**config.mk**
```make
export PLATFORM = sky130hd
export DESIGN_NAME = pingpong_seq_ctrl
export DESIGN_NICKNAME = d
export VERILOG_FILES = /design/src/rtl/pingpong_seq_pkg.sv /design/src/rtl/pp_rd_addr_gen.sv /design/src/rtl/pingpong_seq_ctrl.sv
export SDC_FILE = /design/constraint.sdc
export NUM_CORES = 1
export LEC_CHECK = 0
export ABC_AREA = 1
export CAP_MARGIN = 30
export CORE_MARGIN = 2
export CORE_UTILIZATION = 54
export CTS_CLUSTER_SIZE = 24
export DETAILED_ROUTE_END_ITERATION = 7
export GPL_TIMING_DRIVEN = 0
export PLACE_DENSITY = 0.82
export SYNTH_ARGS = -nofsm -noshare
export SYNTH_HDL_FRONTEND = slang
export SYNTH_SLANG_ARGS = --single-unit
```
**constraint.sdc**
```tcl
create_clock -name i_clk -period 4.81 [get_ports i_clk]
set_clock_uncertainty 0.2 [all_clocks]
set_input_delay 1.2025 -clock i_clk [delete_from_list [all_inputs] [get_ports i_clk]]
set_output_delay 1.2025 -clock i_clk [all_outputs]
set_load 0.01 [all_outputs]
```
**src/rtl/pingpong_seq_pkg.sv**
```systemverilog
// Shared types and constants for the ping-pong buffer sequencer.
//   pp_state_e   : controller state encoding (2 bits)
//   *_DEFAULT    : default geometry of one buffer bank
//   aw_fits()    : elaboration-time check that AW can address DP words
package pingpong_seq_pkg;

  typedef enum logic [1:0] {
    IDLE  = 2'd0,
    SWAP  = 2'd1,
    READ  = 2'd2,
    DRAIN = 2'd3
  } pp_state_e;

  localparam int DP_DEFAULT  = 768;
  localparam int AW_DEFAULT  = 10;
  localparam int RD_LAT_MAX  = 4;

  function automatic bit aw_fits(input int dp, input int aw);
    return (aw >= $clog2(dp));
  endfunction

endpackage

```
**src/rtl/pp_rd_addr_gen.sv**
```systemverilog
// Read-side address sweep and data-valid tracking for one bank.
//   clk, rst_n     : clock, async active-low reset
//   clr            : restart the sweep at address 0
//   issue          : a read is issued at the current address this cycle
//   addr           : current read address
//   last           : addr is the final word of the frame (DP-1)
//   vld            : buffer data valid (issue delayed by RD_LAT)
//   pipe_empty_nxt : no read will be in flight after this clock edge
import pingpong_seq_pkg::*;

module pp_rd_addr_gen #(
  parameter int DP     = DP_DEFAULT,
  parameter int AW     = AW_DEFAULT,
  parameter int RD_LAT = 1
) (
  input  logic          clk,
  input  logic          rst_n,
  input  logic          clr,
  input  logic          issue,
  output logic [AW-1:0] addr,
  output logic          last,
  output logic          vld,
  output logic          pipe_empty_nxt
);

  // Stage 0 is the live issue; stages 1..RD_LAT are registered.
  logic [RD_LAT:1] pipe_q;
  logic [RD_LAT:0] vld_pipe;

  assign vld_pipe = {pipe_q, issue};
  assign vld      = vld_pipe[RD_LAT];
  assign last     = (addr == AW'(DP - 1));

  // Once this edge shifts, only stages 0..RD_LAT-1 can still hold reads.
  assign pipe_empty_nxt = ~|vld_pipe[RD_LAT-1:0];

  always_ff @(posedge clk or negedge rst_n) begin
    if (!rst_n) begin
      addr <= '0;
    end else if (clr) begin
      addr <= '0;
    end else if (issue && !last) begin
      addr <= addr + AW'(1);
    end
  end

  // The buffer read cannot be stalled, so the pipe shifts every cycle.
  always_ff @(posedge clk or negedge rst_n) begin
    if (!rst_n) pipe_q <= '0;
    else        pipe_q <= vld_pipe[RD_LAT-1:0];
  end

endmodule

```
**src/rtl/pingpong_seq_ctrl.sv**
```systemverilog
// Ping-pong input buffer sequencer feeding the PE array.
// Detects completed fills, swaps banks between frames, sweeps the read
// address 0..DP-1 and reports frame completion / fill overrun.
//   i_clk, i_rst_n     : clock, async active-low reset
//   i_en               : global enable (freezes sweep, blocks swaps)
//   i_fill_done        : fill-complete level from the buffer
//   i_rd_stall         : consumer backpressure (holds read address)
//   o_switch_pingpong  : bank-select level, toggles once per swap
//   o_rd_addr          : buffer read address
//   o_rd_vld           : buffer output data valid
//   o_frame_done       : pulse when the last word of a frame has been valid
//   o_overrun          : pulse when a fill completes over an unswapped bank
//   o_busy             : controller is in SWAP, READ or DRAIN
import pingpong_seq_pkg::*;

module pingpong_seq_ctrl #(
  parameter int DP     = DP_DEFAULT,
  parameter int AW     = AW_DEFAULT,
  parameter int RD_LAT = 1
) (
  input  logic          i_clk,
  input  logic          i_rst_n,
  input  logic          i_en,
  input  logic          i_fill_done,
  input  logic          i_rd_stall,
  output logic          o_switch_pingpong,
  output logic [AW-1:0] o_rd_addr,
  output logic          o_rd_vld,
  output logic          o_frame_done,
  output logic          o_overrun,
  output logic          o_busy
);

  if (!aw_fits(DP, AW)) begin : g_aw_chk
    $error("pingpong_seq_ctrl: AW too narrow for DP");
  end
  if (RD_LAT < 1 || RD_LAT > RD_LAT_MAX) begin : g_lat_chk
    $error("pingpong_seq_ctrl: RD_LAT out of range");
  end

  pp_state_e state;
  logic      fill_done_q;
  logic      fill_edge;
  logic      fill_full;
  logic      issue;
  logic      addr_last;
  logic      pipe_empty_nxt;

  // One event per completed fill, however long the level stays high.
  assign fill_edge = i_fill_done & ~fill_done_q;
  assign issue     = (state == READ) & i_en & ~i_rd_stall;

  pp_rd_addr_gen #(
    .DP     (DP),
    .AW     (AW),
    .RD_LAT (RD_LAT)
  ) u_addr_gen (
    .clk            (i_clk),
    .rst_n          (i_rst_n),
    .clr            (state == SWAP),
    .issue          (issue),
    .addr           (o_rd_addr),
    .last           (addr_last),
    .vld            (o_rd_vld),
    .pipe_empty_nxt (pipe_empty_nxt)
  );

  // Fill tracking. In SWAP the filled bank is consumed, but an edge landing
  // in that same cycle belongs to the new fill bank and must be kept.
  always_ff @(posedge i_clk or negedge i_rst_n) begin
    if (!i_rst_n) begin
      fill_done_q <= 1'b0;
      fill_full   <= 1'b0;
      o_overrun   <= 1'b0;
    end else begin
      fill_done_q <= i_fill_done;
      o_overrun   <= fill_edge & fill_full & (state != SWAP);
      if (state == SWAP)  fill_full <= fill_edge;
      else if (fill_edge) fill_full <= 1'b1;
    end
  end

  // Bank swaps happen only from IDLE or DRAIN, never mid-sweep.
  always_ff @(posedge i_clk or negedge i_rst_n) begin
    if (!i_rst_n) begin
      state             <= IDLE;
      o_switch_pingpong <= 1'b0;
      o_frame_done      <= 1'b0;
      o_busy            <= 1'b0;
    end else begin
      o_frame_done <= 1'b0;
      case (state)
        IDLE: begin
          if (i_en && fill_full) begin
            state  <= SWAP;
            o_busy <= 1'b1;
          end
        end
        SWAP: begin
          o_switch_pingpong <= ~o_switch_pingpong;
          state             <= READ;
          o_busy            <= 1'b1;
        end
        READ: begin
          if (issue && addr_last) state <= DRAIN;
        end
        DRAIN: begin
          // Done lands on the cycle the final valid drops.
          if (pipe_empty_nxt) begin
            o_frame_done <= 1'b1;
            if (i_en && fill_full) begin
              state <= SWAP;
            end else begin
              state  <= IDLE;
              o_busy <= 1'b0;
            end
          end
        end
        default: begin
          state  <= IDLE;
          o_busy <= 1'b0;
        end
      endcase
    end
  end

endmodule

```
==> metrics.md, run 1 <==
| Metric | Value |
|---|---|
| Mapped Nets | 141 |
| Cell family with most CP delay | buffers and inverters |
| Kind of critical path | reg2out |
| Sequential share of the synthesized area | 44.8% |
| Setup Fix Bufs, Post-CTS | 0 |
| Finished Layout Cells | 180 |
| Setup TNS | 0 ns |
| CP max FO | 6 |
| RSZ-0062 raised after global routing | no |
| #FFs+latches synth | 19 |
| Clock Tree Root | clkbuf_4 |
| Later-pin clock latency in the skew report | 0.31 ns |
| Peak supply drop | 234 uV |
| Multi-input logic area | 513 um^2 |
| # hold bufs at CTS | 0 |
| Mean Syn Cell Area | 8.16 um^2 |
| Cts bufs inserted | 3 |
| Synth Instances | 130 |
| Buf+Inv Stages, Crit Path | 1 |
| # clock sinks | 19 |
| Synth area leaders | dfrtp_1 (45%), nand2_1 (13%), ha_1 (7.1%) |
| Detailed Routing Iterations Pass 1 | 6 |
| Area growth syn-to-layout | 23.9% |
| Placed inst area | 0.00128 mm^2 |
| Clk slew on worst S/H paths | 0.12 ns |
| Drt drc | 0 |
| Dpl hpwl | 1.58 mm |
| Core Rows | 16 |
| Die Wd | 48.3 um |
| Max-cap viol count | 0 |
| Worst path max stage delay | 0.58 ns |
| Cell taking the most area after synthesis | dfrtp_1 |
| Iteration-0 DRC Markers | 22 |
| Reg-to-Reg Start | state[0] |
| Largest net degree at the start of global routing | 20 |
| Critical path's slowest cell | clkdlybuf4s50_1 |
| Critical Path End | o_rd_addr[0] |
| Port bufs | 19 |
| Final setup violation count | 0 |
| GR Overflow Total | 0 |
| Critical Path Source Type | flop |
| Vias in the first global route | 887 |
| ANT nets after route | 0 |
| Min-delay src | o_switch_pingpong |
| Clock tree buffer depth | 2 |
| H-tree Lvls | 1 |
| Via/cell ratio | 5.16 |
| Mapped Area | 0.00106 mm^2 |
| Worst Setup SP | u_addr_gen.addr[0] |
| CTS tree | built |
| P per Cell Area | 283 mW/mm^2 |
| Cts repair resizes | 0 |
| Initial antenna violation count | 0 |
| FF+latch area | 475 um^2 |
| Final GP Congestion | 0.815 |
| WP data required | 3.41 ns |
| Worst hold path type | reg2reg |
| Status | finished, final reports clean |
| Final min period | 2.77 ns |
| Vias after detailed routing | 929 |
| CP endpoint kind | output pin |
| Levels on crit path | 1 |
| Distinct cells, synth | 23 |
| Hold Path Stages | 1 |
| YS warnings | 0 |
| Max-slew violations | 0 |
| FF-to-FF path depth | 9 |
| DR WL/cell | 11.8 um |
| Worst flop-to-flop path endpoint | state[1] |
| Yosys top cell area share | 44.8% |
| Diodes inserted | 0 |
| Period Utilization, post-route | 57.6% |
| Tot GR Track Use | 20.8% |
| Die ar. | 0.00234 mm^2 |
| Achievable Freq | 361 MHz |
| Pwr Total | 0.371 mW |
| Non-Filler Cell Area, Final | 0.00132 mm^2 |
| Worst Tran Pin Value | 0.808 ns |
| Placed insts | 176 |
| Filler Cell Count | 157 |
| Arr. time, crit path | 1.37 ns |
| WL final | 2.12 mm |
| Core area | 0.00190 mm^2 |
| Top Ports | 20 |
| Rel. slew slack | 46.0% |
| Fin nets | 165 |
| Share of cells above drive strength 1 | 12.4% |
| Starting Density | 55.8% |
| First-pass GRT wire length | 3.79 mm |
| Hold Fails Final Rpt | 0 |
| Die Y | 48.3 um |
| Leakage | 0.634 nW |
| Critical-path cell list | clkdlybuf4s50_1 |
| R2R Setup Slk | 2.91 ns |
cells in the final DEF, fill, tap and decap left out, drive strengths merged:
cell and instances:
o21ai 7, o211ai 1, inv 17, clkinv 1, clkbuf 3, nand2 41
dfrtp 19, nor2 12, nor3 1, xor2 3, or2 2, nand3 13
clkinvlp 1, clkdlybuf4s50 19, o31ai 1, o21bai 1, ha 6, nand4 5
registers in the layout, summed over array words and instances, names as in the netlist:
| name | flops |
|---|---|
| o_frame_done | 1 |
| fill_done_q | 1 |
| o_busy | 1 |
| u_addr_gen.addr | 10 |
| o_switch_pingpong | 1 |
| state | 2 |
| fill_full | 1 |
| o_overrun | 1 |
| u_addr_gen.vld | 1 |
Yosys cell counts:
cell type	count
clkinv_4	1
o31ai_1	1
o21ai_2	3
o21ai_1	2
nand4_1	5
nand3_2	1
ha_1	6
o21bai_1	1
inv_2	2
nor2_1	9
o21ai_0	2
dfrtp_1	19
xor2_1	3
nor2_4	1
or2_2	2
nand2_1	38
o211ai_1	1
nand3_1	12
nand2_4	1
nor2_2	2
nand2_2	2
nor3_1	1
inv_1	15
stage by stage:
stage | hold slack, ns | utilization [%] | setup WS, ns
after CTS | 0.281 | 69.1 | 2.04
after floorplan | 0.263 | - | 2.70
after global placement | 0.253 | 67.6 | 2.08
after detailed placement | 0.258 | 67.6 | 2.05
final | 0.277 | 69.1 | 2.04
after global routing | 0.303 | 69.1 | 1.99
how the worst min path moves through the flow:
stage	end
finish	o_switch_pingpong
global route	o_switch_pingpong
CTS	o_switch_pingpong
detailed placement	o_switch_pingpong
global placement	o_switch_pingpong
floorplan	o_overrun
final cells by class:
cell class | instances | area share, %
clock inverters | 1 | 0.571
inverters | 18 | 5.52
multi-input cells | 93 | 39.0
clock buffers | 3 | 1.71
flip-flops and latches | 19 | 36.2
well taps | 27 | 2.57
repair buffers | 19 | 14.5
cell families (layout without fill, tap and decap cells):
logic type,count (synthesis),count (layout),share of synthesized area (%)
compound gates,10,10,6.49
xor+xnor,3,3,2.48
buf+inv,18,41,6.84
simple gates,74,74,32.3
fa+ha+maj,6,6,7.08
flops,19,19,44.8
metal layers:
metal	wire (um)	up-vias	GRT usage (%)	share of wire, %
met5	0	-	0	0
met4	18	0	10.5	0.85
met3	70	4	3.09	3.3
met2	1040	28	34.5	49
met1	989	436	26.5	47
li1	-	461	-	-
report_power, final:
group | switching [mW] | leakage [nW] | internal [mW] | total (mW)
logic | 0.0434 | 0.385 | 0.0483 | 0.0917
clock network | 0.0537 | 0.0139 | 0.0317 | 0.0854
registers | 0.0198 | 0.235 | 0.175 | 0.194
total | 0.117 | 0.634 | 0.255 | 0.371
No activity file was read; power rests on OpenSTA's default activity.
==> inputs of run 2 (changes only) <==
- CORE_UTILIZATION: 54 -> 45
- PLACE_DENSITY: 0.82 -> 0.73
- clock period: 4.81 -> 2.5 ns (I/O delays scaled with it)
==> run 2 against run 1 <==
Compared with the run above: via count down 3.0%; clock power up 78%; power up 87%; sequential cell count unchanged; cell count up 0.56%; critical path depth unchanged; non-clock buffer count unchanged; worst hold slack about the same; sequential power up 92%; die area up 18%; combinational power up 89%; register-to-register slack worse by 2.3 ns; largest cell class unchanged; largest power group unchanged.
==> metrics.md, run 2 (synthesis gave the netlist of run 1 again) <==
| Metric | Value |
|---|---|
| Hold Path Stages | 1 |
| H-tree Lvls | 1 |
| CTS tree | built |
| Commonest non-fill, non-tap cells in the layout | nand2_1 (38), dfrtp_1 (19), clkdlybuf4s50_1 (19) |
| Final setup violation count | 0 |
| Fin nets | 165 |
| CP max FO | 6 |
| First-pass GRT wire length | 3.72 mm |
| Met1 usage | 22.2% |
| FF-to-FF path depth | 9 |
| Starting Density | 48.0% |
| Vias in the first global route | 890 |
| Reg-to-Reg Start | state[0] |
| Arr. time, crit path | 1.33 ns |
| Most common cell after layout, fill and taps aside | nand2_1 |
| Rel. slew slack | 42.1% |
| Die Y | 52.6 um |
| Vias after detailed routing | 901 |
| Die Wd | 52.6 um |
| Via/cell ratio | 4.98 |
| Die ar. | 0.00276 mm^2 |
| Period Utilization, post-route | 86.3% |
| Largest register FFs | 10 |
| Final GP Congestion | 0.768 |
| Worst hold path type | reg2reg |
| Area growth syn-to-layout | 23.7% |
| Setup TNS | 0 ns |
| Worst Tran Pin Value | 0.866 ns |
| CP endpoint kind | output pin |
| Iteration-0 DRC Markers | 25 |
| ANT nets after route | 0 |
| Achievable Freq | 464 MHz |
| Grt met2 use | 33.5% |
| Filler Cell Count | 211 |
| Max-cap viol count | 0 |
| RSZ-0062 raised after global routing | no |
| Setup Fix Bufs, Post-CTS | 0 |
| Dpl hpwl | 1.58 mm |
| Hold Fails Final Rpt | 0 |
| Finished Core Util | 59.3% |
| Core area | 0.00221 mm^2 |
| # clock sinks | 19 |
| Clock Tree Root | clkbuf_4 |
| Cell family with most CP delay | buffers and inverters |
| GR Overflow Total | 0 |
| Later-pin clock latency in the skew report | 0.29 ns |
| Detailed Routing Iterations Pass 1 | 4 |
| Max-slew violations | 0 |
| Clock tree buffer depth | 2 |
| Peak supply drop | 342 uV |
| Buf+Inv Stages, Crit Path | 1 |
| Initial antenna violation count | 0 |
| WL final | 2.06 mm |
| # hold bufs at CTS | 0 |
| Drt drc | 0 |
| Tot GR Track Use | 18.0% |
| R2R Setup Slk | 0.64 ns |
| Largest net degree at the start of global routing | 20 |
| Cts repair resizes | 0 |
| Share of cells above drive strength 1 | 11.8% |
| P per Cell Area | 530 mW/mm^2 |
| Largest Register | u_addr_gen.addr |
| Top Registers | u_addr_gen.addr x10, state x2 |
| Kind of critical path | reg2out |
| Leakage | 0.635 nW |
| Worst path max stage delay | 0.58 ns |
| Port bufs | 19 |
| DR WL/cell | 11.4 um |
| Critical path's slowest cell | clkdlybuf4s50_1 |
| Top Ports | 20 |
| Core Rows | 17 |
| Status | finished, final reports clean |
| Worst flop-to-flop path endpoint | u_addr_gen.addr[5] |
| Critical-path cell list | clkdlybuf4s50_1 |
| Final min period | 2.16 ns |
| Min-delay src | o_switch_pingpong |
| Clk slew on worst S/H paths | 0.11 ns |
| Diodes inserted | 0 |
| Worst Hold End | o_switch_pingpong |
| Met3 Usage GRT | 2.57% |
| WP data required | 1.67 ns |
| Top Usage Layer GRT | met2 |
| Cts bufs inserted | 3 |
| Critical Path Source Type | flop |
==> run 2: final cells by class <==
cell class | count | area (um^2) | share of cell area [%]
clock buffers | 4 | 26.3 | 2.00
inverters | 18 | 72.6 | 5.53
multi-input cells | 93 | 513 | 39.1
well taps | 28 | 35.0 | 2.67
repair buffers | 19 | 190 | 14.5
flip-flops and latches | 19 | 475 | 36.2
==> run 2: how the worst max path moves through the flow <==
stage | startpoint | endpoint | slack (ns) | cells after the start
floorplan | state[0] | u_addr_gen.addr[6] | 0.86 | 9
global placement | i_en | u_addr_gen.addr[4] | 0.35 | 8
detailed placement | i_en | u_addr_gen.addr[5] | 0.31 | 8
CTS | u_addr_gen.addr[5] | o_rd_addr[5] | 0.32 | 1
global route | u_addr_gen.addr[5] | o_rd_addr[5] | 0.28 | 1
finish | u_addr_gen.addr[5] | o_rd_addr[5] | 0.34 | 1
==> run 2: layer usage <==
layer,vias to the layer above,routed length (um)
met2,21,1070
met1,418,914
met4,0,14
li1,460,-
met5,-,0
met3,2,63
==> run 2: where the power goes <==
part,internal [mW],switching [mW]
logic,0.0920,0.0806
clock network,0.0618,0.0899
registers,0.336,0.0360
==> run 2: metrics by stage <==
stage	instance area, um^2	worst slack (ns)	cells	power [mW]	hold WS (ns)
final	1310	0.344	181	0.696	0.277
after floorplan	1060	0.856	130	0.466	0.129
after CTS	1310	0.322	181	0.707	0.279
after detailed placement	1290	0.312	177	0.554	0.258
after global routing	1310	0.282	181	0.747	0.306
after global placement	1290	0.345	177	0.548	0.254
